**src/rtl/std_dcache_flush_unit.sv**
```systemverilog
// std_dcache_flush_unit
//
// Responder end of the data-cache flush handshake for the write-back dcache.
// When a flush is requested it waits for the cache to go quiet, then walks
// every set. For each set it reads valid/dirty/tag, issues one write-back per
// valid-and-dirty way (lowest way first), clears the set, and moves on. After
// the last set it pulses flush_ack_o for one cycle.
//
// Ports
//   clk_i, rst_ni        clock, asynchronous active-low reset
//   flush_i              flush request, held until acknowledged
//   flushing_o           flush in progress
//   flush_ack_o          one-cycle completion pulse
//   idle_i               controllers and miss handler have no outstanding work
//   arr_req_o/arr_we_o   array access request; we=0 read set, we=1 clear set
//   arr_index_o          set index of the array access
//   arr_gnt_i            array access granted this cycle
//   arr_valid_i/arr_dirty_i/arr_tag_i
//                        per-way state, valid the cycle after a granted read
//   wb_valid_o           write-back request towards the miss handler
//   wb_ready_i           write-back accepted
//   wb_tag_o/wb_index_o/wb_way_o
//                        line to write back
//
// Every output comes straight from a flop: control outputs are registered
// from the next-state decode, payloads are the set/mask/tag registers.

module std_dcache_flush_unit #(
  parameter int NUM_SETS  = 256,
  parameter int NUM_WAYS  = 8,
  parameter int TAG_WIDTH = 44,
  localparam int IDX_W    = $clog2(NUM_SETS),
  localparam int WAY_W    = (NUM_WAYS > 1) ? $clog2(NUM_WAYS) : 1
) (
  input  logic                          clk_i,
  input  logic                          rst_ni,
  input  logic                          flush_i,
  output logic                          flushing_o,
  output logic                          flush_ack_o,
  input  logic                          idle_i,
  output logic                          arr_req_o,
  output logic                          arr_we_o,
  output logic [IDX_W-1:0]              arr_index_o,
  input  logic                          arr_gnt_i,
  input  logic [NUM_WAYS-1:0]           arr_valid_i,
  input  logic [NUM_WAYS-1:0]           arr_dirty_i,
  input  logic [NUM_WAYS*TAG_WIDTH-1:0] arr_tag_i,
  output logic                          wb_valid_o,
  input  logic                          wb_ready_i,
  output logic [TAG_WIDTH-1:0]          wb_tag_o,
  output logic [IDX_W-1:0]              wb_index_o,
  output logic [WAY_W-1:0]              wb_way_o
);

  typedef enum logic [2:0] {
    ST_IDLE,
    ST_WAIT_IDLE,
    ST_READ,
    ST_CAPTURE,
    ST_WB,
    ST_CLEAR,
    ST_ACK
  } state_t;

  localparam logic [IDX_W-1:0] LAST_SET = IDX_W'(NUM_SETS - 1);

  state_t                        state_reg, state_next;
  logic [IDX_W-1:0]              set_reg, set_next;
  logic [NUM_WAYS-1:0]           mask_reg, mask_next;
  logic [NUM_WAYS*TAG_WIDTH-1:0] tags_reg, tags_next;
  logic [NUM_WAYS-1:0]           mask_rest;
  logic [WAY_W-1:0]              way_next;
  logic [TAG_WIDTH-1:0]          wb_tag_next;
  logic [TAG_WIDTH-1:0]          tag_way [NUM_WAYS];

  logic                          flushing_reg;
  logic                          flush_ack_reg;
  logic                          arr_req_reg;
  logic                          arr_we_reg;
  logic                          wb_valid_reg;
  logic [TAG_WIDTH-1:0]          wb_tag_reg;
  logic [WAY_W-1:0]              wb_way_reg;

  // Mask with its lowest set bit removed: what is left after the current
  // write-back is accepted.
  assign mask_rest = mask_reg & (mask_reg - NUM_WAYS'(1));

  always_comb begin
    state_next = state_reg;
    set_next   = set_reg;
    mask_next  = mask_reg;
    tags_next  = tags_reg;
    case (state_reg)
      ST_IDLE: begin
        if (flush_i) state_next = ST_WAIT_IDLE;
      end
      ST_WAIT_IDLE: begin
        if (idle_i) begin
          set_next   = '0;
          state_next = ST_READ;
        end
      end
      ST_READ: begin
        if (arr_gnt_i) state_next = ST_CAPTURE;
      end
      ST_CAPTURE: begin
        // Only valid-and-dirty lines need writing back; everything else is
        // simply cleared.
        mask_next  = arr_valid_i & arr_dirty_i;
        tags_next  = arr_tag_i;
        state_next = (|(arr_valid_i & arr_dirty_i)) ? ST_WB : ST_CLEAR;
      end
      ST_WB: begin
        if (wb_ready_i) begin
          mask_next = mask_rest;
          if (mask_rest == '0) state_next = ST_CLEAR;
        end
      end
      ST_CLEAR: begin
        if (arr_gnt_i) begin
          if (set_reg == LAST_SET) begin
            state_next = ST_ACK;
          end else begin
            set_next   = set_reg + IDX_W'(1);
            state_next = ST_READ;
          end
        end
      end
      ST_ACK: begin
        state_next = ST_IDLE;
      end
      default: begin
        state_next = ST_IDLE;
      end
    endcase
  end

  // Lowest pending way of the next mask. Scanning downwards lets the lowest
  // index win.
  always_comb begin
    way_next = '0;
    for (int w = NUM_WAYS - 1; w >= 0; w--) begin
      if (mask_next[w]) way_next = WAY_W'(w);
    end
  end

  generate
    for (genvar gi = 0; gi < NUM_WAYS; gi++) begin : g_tag_slice
      assign tag_way[gi] = tags_next[gi*TAG_WIDTH +: TAG_WIDTH];
    end
  endgenerate

  assign wb_tag_next = tag_way[way_next];

  always_ff @(posedge clk_i or negedge rst_ni) begin
    if (!rst_ni) begin
      state_reg     <= ST_IDLE;
      set_reg       <= '0;
      mask_reg      <= '0;
      tags_reg      <= '0;
      flushing_reg  <= 1'b0;
      flush_ack_reg <= 1'b0;
      arr_req_reg   <= 1'b0;
      arr_we_reg    <= 1'b0;
      wb_valid_reg  <= 1'b0;
      wb_tag_reg    <= '0;
      wb_way_reg    <= '0;
    end else begin
      state_reg     <= state_next;
      set_reg       <= set_next;
      mask_reg      <= mask_next;
      tags_reg      <= tags_next;
      flushing_reg  <= (state_next != ST_IDLE) && (state_next != ST_ACK);
      flush_ack_reg <= (state_next == ST_ACK);
      arr_req_reg   <= (state_next == ST_READ) || (state_next == ST_CLEAR);
      arr_we_reg    <= (state_next == ST_CLEAR);
      wb_valid_reg  <= (state_next == ST_WB);
      wb_tag_reg    <= wb_tag_next;
      wb_way_reg    <= way_next;
    end
  end

  assign flushing_o  = flushing_reg;
  assign flush_ack_o = flush_ack_reg;
  assign arr_req_o   = arr_req_reg;
  assign arr_we_o    = arr_we_reg;
  assign arr_index_o = set_reg;
  assign wb_valid_o  = wb_valid_reg;
  assign wb_tag_o    = wb_tag_reg;
  assign wb_index_o  = set_reg;
  assign wb_way_o    = wb_way_reg;

endmodule

```
**config.mk**
```make
export PLATFORM = sky130hd
export DESIGN_NAME = std_dcache_flush_unit
export DESIGN_NICKNAME = d
export VERILOG_FILES = /design/src/rtl/std_dcache_flush_unit.sv
export SDC_FILE = /design/constraint.sdc
export NUM_CORES = 1
export LEC_CHECK = 0
export ABC_CLOCK_PERIOD_IN_PS = 2900
export CORE_UTILIZATION = 46
export DETAILED_ROUTE_END_ITERATION = 16
export PLACE_DENSITY = 0.77
export RECOVER_POWER = 100
export SLEW_MARGIN = 25
export SYNTH_ARGS = -nofsm -noshare
export SYNTH_HDL_FRONTEND = slang
export SYNTH_SLANG_ARGS = --single-unit
```
**constraint.sdc**
```tcl
create_clock -name clk_i -period 2.9 [get_ports clk_i]
set_input_delay 0.435 -clock clk_i [delete_from_list [all_inputs] [get_ports clk_i]]
set_output_delay 0.435 -clock clk_i [all_outputs]
set_load 0.1 [all_outputs]
```
==> results.md, run 1 <==
* Status: finished with violations
* Failing checks: negative setup slack
* Setup Crit Path Kind: reg -> reg
* # fillers at 3165
* PortBufs at 441
* Final Util at 65.8%
* Initial core utilization at 46.6%
* Largest family of logic cells by synthesized area: simple AND/OR/NAND/NOR gates
* Synth Area in XOR/XNOR at 0.276%
* Post-synthesis instance area at 19000 sq um
* Fin crit share at 104%
* RSZ-0062 raised after global routing: yes
* Cell area power density at 1530 nW/um^2
* Slew @ Worst Pin at 1270 ps
* Post-route minimum period at 3020 ps
* Finished Layout Cells at 3173
* Die extent in y at 205 um
* Synth warn at 0
* Worst EP required at 3340 ps
* Htree depth at 2
* Distinct cells, synth at 63
* I/O pin count at 442
* Final WL at 62300 um
* Register area share after synthesis at 55.7%
* Largest register FFs at 352
* Peak supply drop at 0.000907 V
* TritonCTS clock tree: yes
* Reg clk slew, reported paths at 60 ps
* Max frequency at 331 MHz
* Clock buffer depth at 3
* Delay of the slowest critical-path stage at 560 ps
* Initial antenna violation count at 10
* Overflow after GRT at 0
* Post-DR vias/cell at 5.35
* Mux share of post-synthesis cell area at 7.86%
* Detailed-route wire length per cell at 19.6 um
* Die X at 205 um
* Placed cell areas at 24300 sq um
* Vias at 16961
* Post-synth EDFFs at 0
* Endpoints failing setup at 42
* Vias in the first global route at 16988
* TritonCTS Buffers at 44
* Total Routing Usage GR at 28.4%
* Largest net degree at the start of global routing at 216
* Top FF cell, synth: dfrtp_1
* Critical path fanouts, max at 8
* #FFs+latches synth at 423
* Total power at 41.1 mW
* Root Driver: clkbuf_16
* Reg2Reg Setup Slack at -120 ps
* Synth Area in Adders at 0.118%
* Final #Nets at 2976
* Core Rows at 74
* Startpoint types: flop
* Worst setup margin at -124 ps
* Layout cells sized above 1 at 15.7%
* Data arrival, critical path at 3460 ps
* Fin Clk Skew at 26.3 ps
* Syn_nets at 2501
* Slew Limit Fails at 0
* Clock sink count at 423
* Drt pass-1 iters at 5
* Syn Area/Cell at 8.94 sq um
* Async SR Flop Fraction at 100%
* Post-synthesis compound-gate area fraction at 7.19%
* Crit-path cells: or4_4 -> and3_4 -> a211oi_4 -> inv_2 -> nor4_4 -> or2_4 -> buf_12 -> buf_12 -> mux2i_4 -> mux2_4 -> o21ai_2
* Clock Latency Late Sink at 580 ps
* Synth Area in Simple Gates at 25.0%
* Core area at 40800 sq um
* Hold WC Path Type: in -> reg
* DRC Markers at 0
* CP most frequent cell: buf_12
* Area Overhead vs Synth at 41.3%
* LEAKAGE at 13.2 nW
* Die area at 42100 sq um
* Design area at 26900 sq um
* Cells after Synth at 2126
* Critical-path top delay cell: or4_4
* Commonest non-fill, non-tap cell in the layout: nand2_1
* Initial drt markers at 1323
* Slew margin rel. at 15.4%
* Placer Congestion at 0.951
* Number of max-cap violations at 0
* First-pass GRT wire length at 91700 um
* ANT nets after route at 0
* Hpwl dp at 42400 um
* Commonest cells after routing, fill and taps aside: nand2_1, dfrtp_1, clkdlybuf4s50_1
* Inst Count DP at 3060
* Crit path capture type: flop
* Fin. Hold Viols at 0
## worst max-delay path: cells and delay by family, from the launching register on
| family | cells | cell delay, ps |
|---|---|---|
| AND/OR/NAND/NOR | 4 | 1300 |
| flip-flops | 1 | 380 |
| AO/OA/AOI/OAI | 2 | 270 |
| multiplexers | 2 | 470 |
| buffers and inverters | 3 | 440 |
## cells by family after synthesis
| kind of cell | after synthesis |
|---|---|
| and+or+nand+nor | 1208 |
| buffers and inverters | 151 |
| DFF | 423 |
| muxes | 141 |
| adders and majority gates | 2 |
| AOI/OAI and AO/OA | 195 |
| xor gates and xnor gates | 6 |
## cell usage after synthesis (5+ instances only)
library cell     n  area share, %
o21ai_0         40            1.1
a21oi_1          7           0.18
a31oi_1         14           0.46
buf_2            7           0.18
mux2_1          10           0.59
nand3_1         16           0.42
or3_1           26           0.86
xor2_1           5           0.23
o21ai_1         33           0.87
inv_1            7           0.14
clkbuf_1        99            2.0
a311o_1          8           0.42
and3_1           6           0.20
dfrtp_1        423             56
mux2i_1         74            3.9
buf_4            8           0.32
nand2_1       1074             21
o211ai_1        25           0.99
buf_12           7           0.74
a2bb2oi_1       33            1.5
nor2_1          60            1.2
mux2_2          57            3.4
buf_1           17           0.34
o221a_1          8           0.47
## layer usage
| metal | vias up | part of all wire, % | track usage (%) |
|---|---|---|---|
| met5 | - | 0.092 | 0 |
| met4 | 8 | 4.6 | 14.7 |
| met3 | 159 | 7.1 | 5.13 |
| met2 | 754 | 47 | 44.2 |
| met1 | 8204 | 41 | 38.0 |
| li1 | 7836 | - | - |
## path summary, 6_finish.rpt
kind / endpoint / start / depth (start not counted)
max in group asynchronous: tags_reg[125] / rst_ni / 3
max: wb_tag_o[1] / mask_reg[4] / 11
min: tags_reg[310] / arr_tag_i[310] / 3
max reg2reg: wb_tag_o[1] / mask_reg[4] / 11
min reg2reg: tags_reg[154] / tags_reg[154] / 2
min in group asynchronous: tags_reg[166] / rst_ni / 2
## cell type report
class | count | area [sq um] | share of cell area, %
Antenna cell | 6 | 15.0 | 0.0559
Clock buffer | 59 | 1250 | 4.64
Clock inverter | 21 | 280 | 1.04
Inverter | 10 | 47.5 | 0.177
Multi-Input combinational cell | 1552 | 8390 | 31.2
Sequential cell | 423 | 10600 | 39.4
Tap cell | 532 | 666 | 2.48
Timing Repair Buffer | 570 | 5640 | 21.0
## power by group
part / total (mW) / internal [mW] / switching, mW / leakage, nW
combinational: 25.4 / 11.0 / 14.4 / 7.21
clock: 5.94 / 3.56 / 2.38 / 0.746
sequential: 9.81 / 8.85 / 0.954 / 5.21
total: 41.1 / 23.4 / 17.7 / 13.2
## through the flow
step           setup WS [ps]  setup TNS, ps  hold WS, ps
2_1_floorplan           5.72              0          139
3_3_place_gp            -224          -5720          379
3_5_place_dp            -303          -8750          385
4_1_cts                -95.0          -2210          373
5_1_grt                 -237          -7530          413
6_report                -124          -2980          409
## timing repair
action / CTS / global route
hold endpoints to repair: 37 / 0
pin swaps: 9 / 19
setup buffers: 10 / 11
hold buffers: 1 / 0
gates cloned: 1 / 5
gates resized for setup: 62 / 93
setup endpoints to repair: 44 / 44
(Power assumes the default switching activity.)
==> run 2: changes to the inputs <==
--- a/config.mk
+++ b/config.mk
@@ -8,6 +8,7 @@
 export ABC_CLOCK_PERIOD_IN_PS = 2900
 export CORE_UTILIZATION = 46
 export DETAILED_ROUTE_END_ITERATION = 16
+export MAX_ROUTING_LAYER = met4
 export PLACE_DENSITY = 0.77
 export RECOVER_POWER = 100
 export SLEW_MARGIN = 25
==> run 2 against run 1 <==
Against the previous run: critical path type unchanged; fmax up 1.1%; die area unchanged; routed wire length up 1.5%; largest power group unchanged; combinational power up 6%; non-clock buffer count down 2; highest routed layer is now met4; the run ends with max-capacitance violations, max-slew violations, negative setup slack left; sequential share of layout area down 0.61 points; clock power up 2%; critical endpoint is now wb_tag_o[5]; final area up 1.6%; setup slack better by 32 ps.
==> results.md, run 2 (same netlist as run 1, synthesis figures left out) <==
* Status: finished with violations
* Failing checks: max-capacitance violations, max-slew violations, negative setup slack
* Largest net degree at the start of global routing at 223
* Placer Congestion at 0.978
* # fillers at 3074
* Die extent in y at 205 um
* Overflow after GRT at 0
* Worst setup margin at -91.8 ps
* Final WL at 63200 um
* Clock sink count at 423
* Switching Power at 18.4 mW
* Initial drt markers at 1524
* Grt peak-use layer: met2
* Slew margin rel. at -3.25%
* Die area at 42100 sq um
* Fin. Hold Viols at 0
* DRC Markers at 0
* LEAKAGE at 13.3 nW
* Reg clk slew, reported paths at 60 ps
* First-pass GRT wire length at 94500 um
* Setup Crit Path Kind: reg -> reg
* Post-DR vias/cell at 5.37
* Clock power frac at 14.1%
* Setup_tns at -1350 ps
* TritonCTS clock tree: yes
* Hold path start: arr_tag_i[97]
* Internal power at 24.5 mW
* TritonCTS Buffers at 44
* Hold WC Path Type: in -> reg
* RSZ-0062 raised after global routing: yes
* Critical path fanouts, max at 6
* Hold EP: tags_reg[97]
* Drt pass-1 iters at 7
* Post-route minimum period at 2990 ps
* ANT nets after route at 0
* Hold Path Depth at 3
* Initial core utilization at 46.6%
* PortBufs at 441
* RR Endpoint: wb_tag_o[5]
* Initial antenna violation count at 14
* Endpoints failing setup at 28
* Final #Nets at 2974
* Data arrival, critical path at 3430 ps
* Layout cells sized above 1 at 16.6%
* Core Rows at 74
* Area Overhead vs Synth at 43.6%
* Largest register FFs at 352
* RR Startpoint: mask_reg[2]
* Number of max-cap violations at 1
* Detailed-route wire length per cell at 19.9 um
* Core area at 40800 sq um
* Cell area power density at 1570 nW/um^2
* Slew Limit Fails at 56
* GRT met1 Usage at 39.9%
* Finished Layout Cells at 3181
* Htree depth at 2
* M2 GR Usage at 47.1%
* Fin crit share at 103%
* R2r worst-path depth at 13
* Total Routing Usage GR at 30.1%
* Slew @ Worst Pin at 1550 ps
* Commonest non-fill, non-tap cell in the layout: nand2_1
* Clock Latency Late Sink at 560 ps
* Worst EP required at 3340 ps
* Hpwl dp at 42300 um
* I/O pin count at 442
* Crit path capture type: flop
* Commonest cells after routing, fill and taps aside: nand2_1, dfrtp_1, clkdlybuf4s50_1
* Vias at 17082
* Die X at 205 um
* Switching Fraction at 42.8%
* GR Util met3 at 5.26%
* Peak supply drop at 0.00101 V
* Vias in the first global route at 17034
* Sequential share of power at 22.9%
* Reg2Reg Setup Slack at -90 ps
* Root Driver: clkbuf_16
* Fin Clk Skew at 27.6 ps
* Hold Slack at 434 ps
* Clock buffer depth at 3
* Startpoint types: flop
* Combinational power share at 63.0%
* Max frequency at 334 MHz
* Inst Count DP at 3053
[run 2: changes by cell type in the layout (fill, tap and decap cells not counted), moves of 5 or more]
cell	change
mux2i_4	+17
buf_4	-5
a2bb2oi_2	+6
mux2_2	-13
mux2_4	+14
diode_2	+8
mux2i_1	-13
[run 2: what timing repair did]
action / in CTS / in global routing
setup buffers: 20 / 9
pin swaps: 9 / 22
gates cloned: 4 / 6
hold endpoints to repair: 47 / 0
resized for setup: 101 / 105
hold buffers: 1 / 0
setup endpoints to repair: 44 / 44
[run 2: worst max path at each step]
stage | endpoint | from | cells past startpoint | slack, ps
finish | wb_tag_o[5] | mask_reg[2] | 13 | -90
global route | wb_tag_o[4] | mask_reg[2] | 13 | -280
CTS | wb_tag_o[5] | mask_reg[2] | 13 | -90
detailed placement | wb_tag_o[1] | wb_ready_i | 11 | -330
global placement | wb_tag_o[8] | wb_ready_i | 9 | -240
floorplan | wb_tag_o[19] | mask_reg[2] | 12 | 6
[run 2: final cells by class]
| type | instances | area (sq um) | share of cell area (%) |
|---|---|---|---|
| Antenna cell | 14 | 35.0 | 0.128 |
| Multi-Input combinational cell | 1552 | 8660 | 31.7 |
| Clock inverter | 18 | 255 | 0.935 |
| Tap cell | 532 | 666 | 2.44 |
| Sequential cell | 423 | 10600 | 38.8 |
| Inverter | 10 | 52.6 | 0.193 |
| Timing Repair Buffer | 568 | 5730 | 21.0 |
| Clock buffer | 64 | 1310 | 4.79 |
[run 2: layer usage]
metal | share of wire, % | up-vias
li1 | - | 7857
met1 | 42 | 8345
met2 | 47 | 747
met3 | 7.0 | 133
met4 | 3.4 | 0
met5 | 0 | -
[run 2: critical path, stage by stage (launching register included)]
cell,delay (ps)
dfrtp_1,370
or4_4,570
o311ai_2,230
o211ai_1,170
buf_4,180
nor4_4,150
or2_4,190
buf_12,120
buf_12,130
buf_12,110
buf_16,130
mux2i_4,280
mux2_4,190
o21ai_2,40
[run 2: power by group through the flow]
stage | clock network [mW] | logic [mW] | registers (mW)
after floorplan | 0 | 11.9 | 12.1
after global placement | 0 | 20.6 | 9.76
after detailed placement | 0 | 21.0 | 9.84
after CTS | 6.12 | 24.4 | 9.78
after global routing | 6.35 | 28.7 | 10.0
final | 6.05 | 27.0 | 9.84
[run 2: per-stage QoR]
step / util, % / total power [mW] / cell area (sq um) / setup WS, ps
after floorplan: - / 24.0 / 19000 / 5.72
after global placement: 59.4 / 30.4 / 24300 / -243
after detailed placement: 59.4 / 30.8 / 24300 / -326
after CTS: 65.4 / 40.3 / 26700 / -92.4
after global routing: 66.8 / 45.1 / 27300 / -278
final: 66.8 / 42.9 / 27300 / -91.8
==> run 3: changes to the inputs <==
--- a/config.mk
+++ b/config.mk
@@ -7,6 +7,7 @@
 export LEC_CHECK = 0
 export ABC_CLOCK_PERIOD_IN_PS = 2900
 export CORE_UTILIZATION = 46
+export CTS_BUF_LIST = sky130_fd_sc_hd__clkbuf_16
 export DETAILED_ROUTE_END_ITERATION = 16
 export MAX_ROUTING_LAYER = met4
 export PLACE_DENSITY = 0.77
==> run 3 against run 2 <==
Against the previous run: combinational power is 6% lower; the run still ends with max-capacitance violations, max-slew violations, negative setup slack left; flip-flop and latch count stayed put; die area stayed put; global-route usage fell by 0.33 points; largest power group unchanged; non-clock buffer count is 8 lower; critical endpoint is now wb_tag_o[32]; critical path type unchanged; sequential power about the same.
==> results.md, run 3 (same netlist as run 1, synthesis figures left out) <==
* Initial core utilization at 46.6%
* Fin crit share at 104%
* Slew Limit Fails at 56
* Detailed-route wire length per cell at 19.7 um
* Data arrival, critical path at 3450 ps
* Die X at 205 um
* Hpwl dp at 42300 um
* Core Rows at 74
* Startpoint types: flop
* Cell area power density at 1530 nW/um^2
* Setup Crit Path Kind: reg -> reg
* Critical path's top delay family: simple AND/OR/NAND/NOR gates
* Overflow after GRT at 0
* Total Routing Usage GR at 29.8%
* PortBufs at 441
* Fin Clk Skew at 27.3 ps
* Reg clk slew, reported paths at 60 ps
* Die extent in y at 205 um
* Core area at 40800 sq um
* LEAKAGE at 13.1 nW
* Die area at 42100 sq um
* Vias in the first global route at 16867
* Failing checks: max-capacitance violations, max-slew violations, negative setup slack
* Final Util at 65.7%
* Final #Nets at 2966
* Number of max-cap violations at 1
* Critical-path top delay cell: or4_4
* Clock Latency Late Sink at 560 ps
* Placer Congestion at 0.978
* Hold WC Path Type: in -> reg
* Initial antenna violation count at 12
* Initial drt markers at 1423
* Peak supply drop at 0.00101 V
* CP most frequent cell: buf_12
* Clock sink count at 423
* Vias at 16959
* RSZ-0062 raised after global routing: yes
* Clock buffer depth at 3
* ANT nets after route at 0
* Critical path fanouts, max at 8
* Root Driver: clkbuf_16
* First-pass GRT wire length at 93700 um
* Largest register FFs at 352
* Finished Layout Cells at 3171
* DRC Markers at 0
* Fin. Hold Viols at 0
* Inst Count DP at 3053
* Reg2Reg Setup Slack at -120 ps
* Final WL at 62400 um
* Area Overhead vs Synth at 41.2%
* Drt pass-1 iters at 5
* Bufs and invs on worst path at 4
* Post-DR vias/cell at 5.35
* Largest net degree at the start of global routing at 223
* Crit path capture type: flop
* Status: finished with violations
* I/O pin count at 442
* Post-route minimum period at 3020 ps
* TritonCTS clock tree: yes
* Slew margin rel. at -3.01%
* Layout cells sized above 1 at 15.3%
* Htree depth at 2
* Commonest cells after routing, fill and taps aside: nand2_1, dfrtp_1, clkdlybuf4s50_1
* Worst EP required at 3330 ps
* Max frequency at 331 MHz
* Worst setup margin at -120 ps
* Delay of the slowest critical-path stage at 560 ps
* TritonCTS Buffers at 44
* Commonest non-fill, non-tap cell in the layout: nand2_1
* Crit-path cells: or4_4 -> and3_4 -> a211oi_4 -> inv_2 -> nor4_4 -> or2_4 -> buf_12 -> buf_12 -> buf_16 -> mux2i_4 -> mux2_2 -> o21ai_1
* Slew @ Worst Pin at 1550 ps
* Endpoints failing setup at 20
-- run 3: final cells by class --
cell class	instances	area (sq um)
Fill cell	3130	14000
Sequential cell	423	10600
Multi-Input combinational cell	1552	8500
Timing Repair Buffer	560	5540
Clock buffer	46	1150
Tap cell	532	666
Clock inverter	36	323
Inverter	10	45.0
Antenna cell	12	30.0
-- run 3: per-layer routing --
layer	global-route usage [%]	part of all wire, %
met5	-	0
met1	39.7	42
met2	46.2	47
met4	10.4	3.1
met3	4.81	7.6
-- run 3: report_power, final --
part / total (mW) / switching [mW] / leakage, nW / internal [mW]
clock: 5.77 / 2.36 / 0.764 / 3.41
combinational: 25.5 / 14.5 / 7.13 / 11.0
sequential: 9.84 / 0.982 / 5.21 / 8.86
-- run 3: worst min-delay path, delay by kind of cell --
family                 cells  cell delay, ps
AND/OR/NAND/NOR            2             120
buffers and inverters      1             390
-- run 3: stage by stage --
stage	total power [mW]	setup TNS, ps	area (sq um)	hold WS (ps)	worst slack [ps]
floorplan	24.0	0	19000	139	5.72
global placement	30.4	-7120	24300	406	-243
detailed placement	30.8	-9060	24300	410	-326
CTS	38.6	-350	26300	414	-50.6
global route	43.3	-6640	26800	434	-193
finish	41.2	-985	26800	432	-120
-- run 3: path summary, 6_finish.rpt --
check / startpoint / to / cells after the start
worst max-delay path: mask_reg[2] / wb_tag_o[32] / 12
worst min-delay path: arr_tag_i[97] / tags_reg[97] / 3
worst max register to register: mask_reg[2] / wb_tag_o[32] / 12
worst min register to register: tags_reg[154] / tags_reg[154] / 2
max in group asynchronous: rst_ni / tags_reg[272] / 3
min in group asynchronous: rst_ni / tags_reg[220] / 2
-- run 3: what timing repair did --
item,in CTS,in global routing
pin swaps,8,15
gates cloned,2,3
hold buffers,1,0
endpoints found under the hold margin,47,0
gates resized for setup,68,90
buffers inserted,10,10
endpoints found under the setup margin,44,44
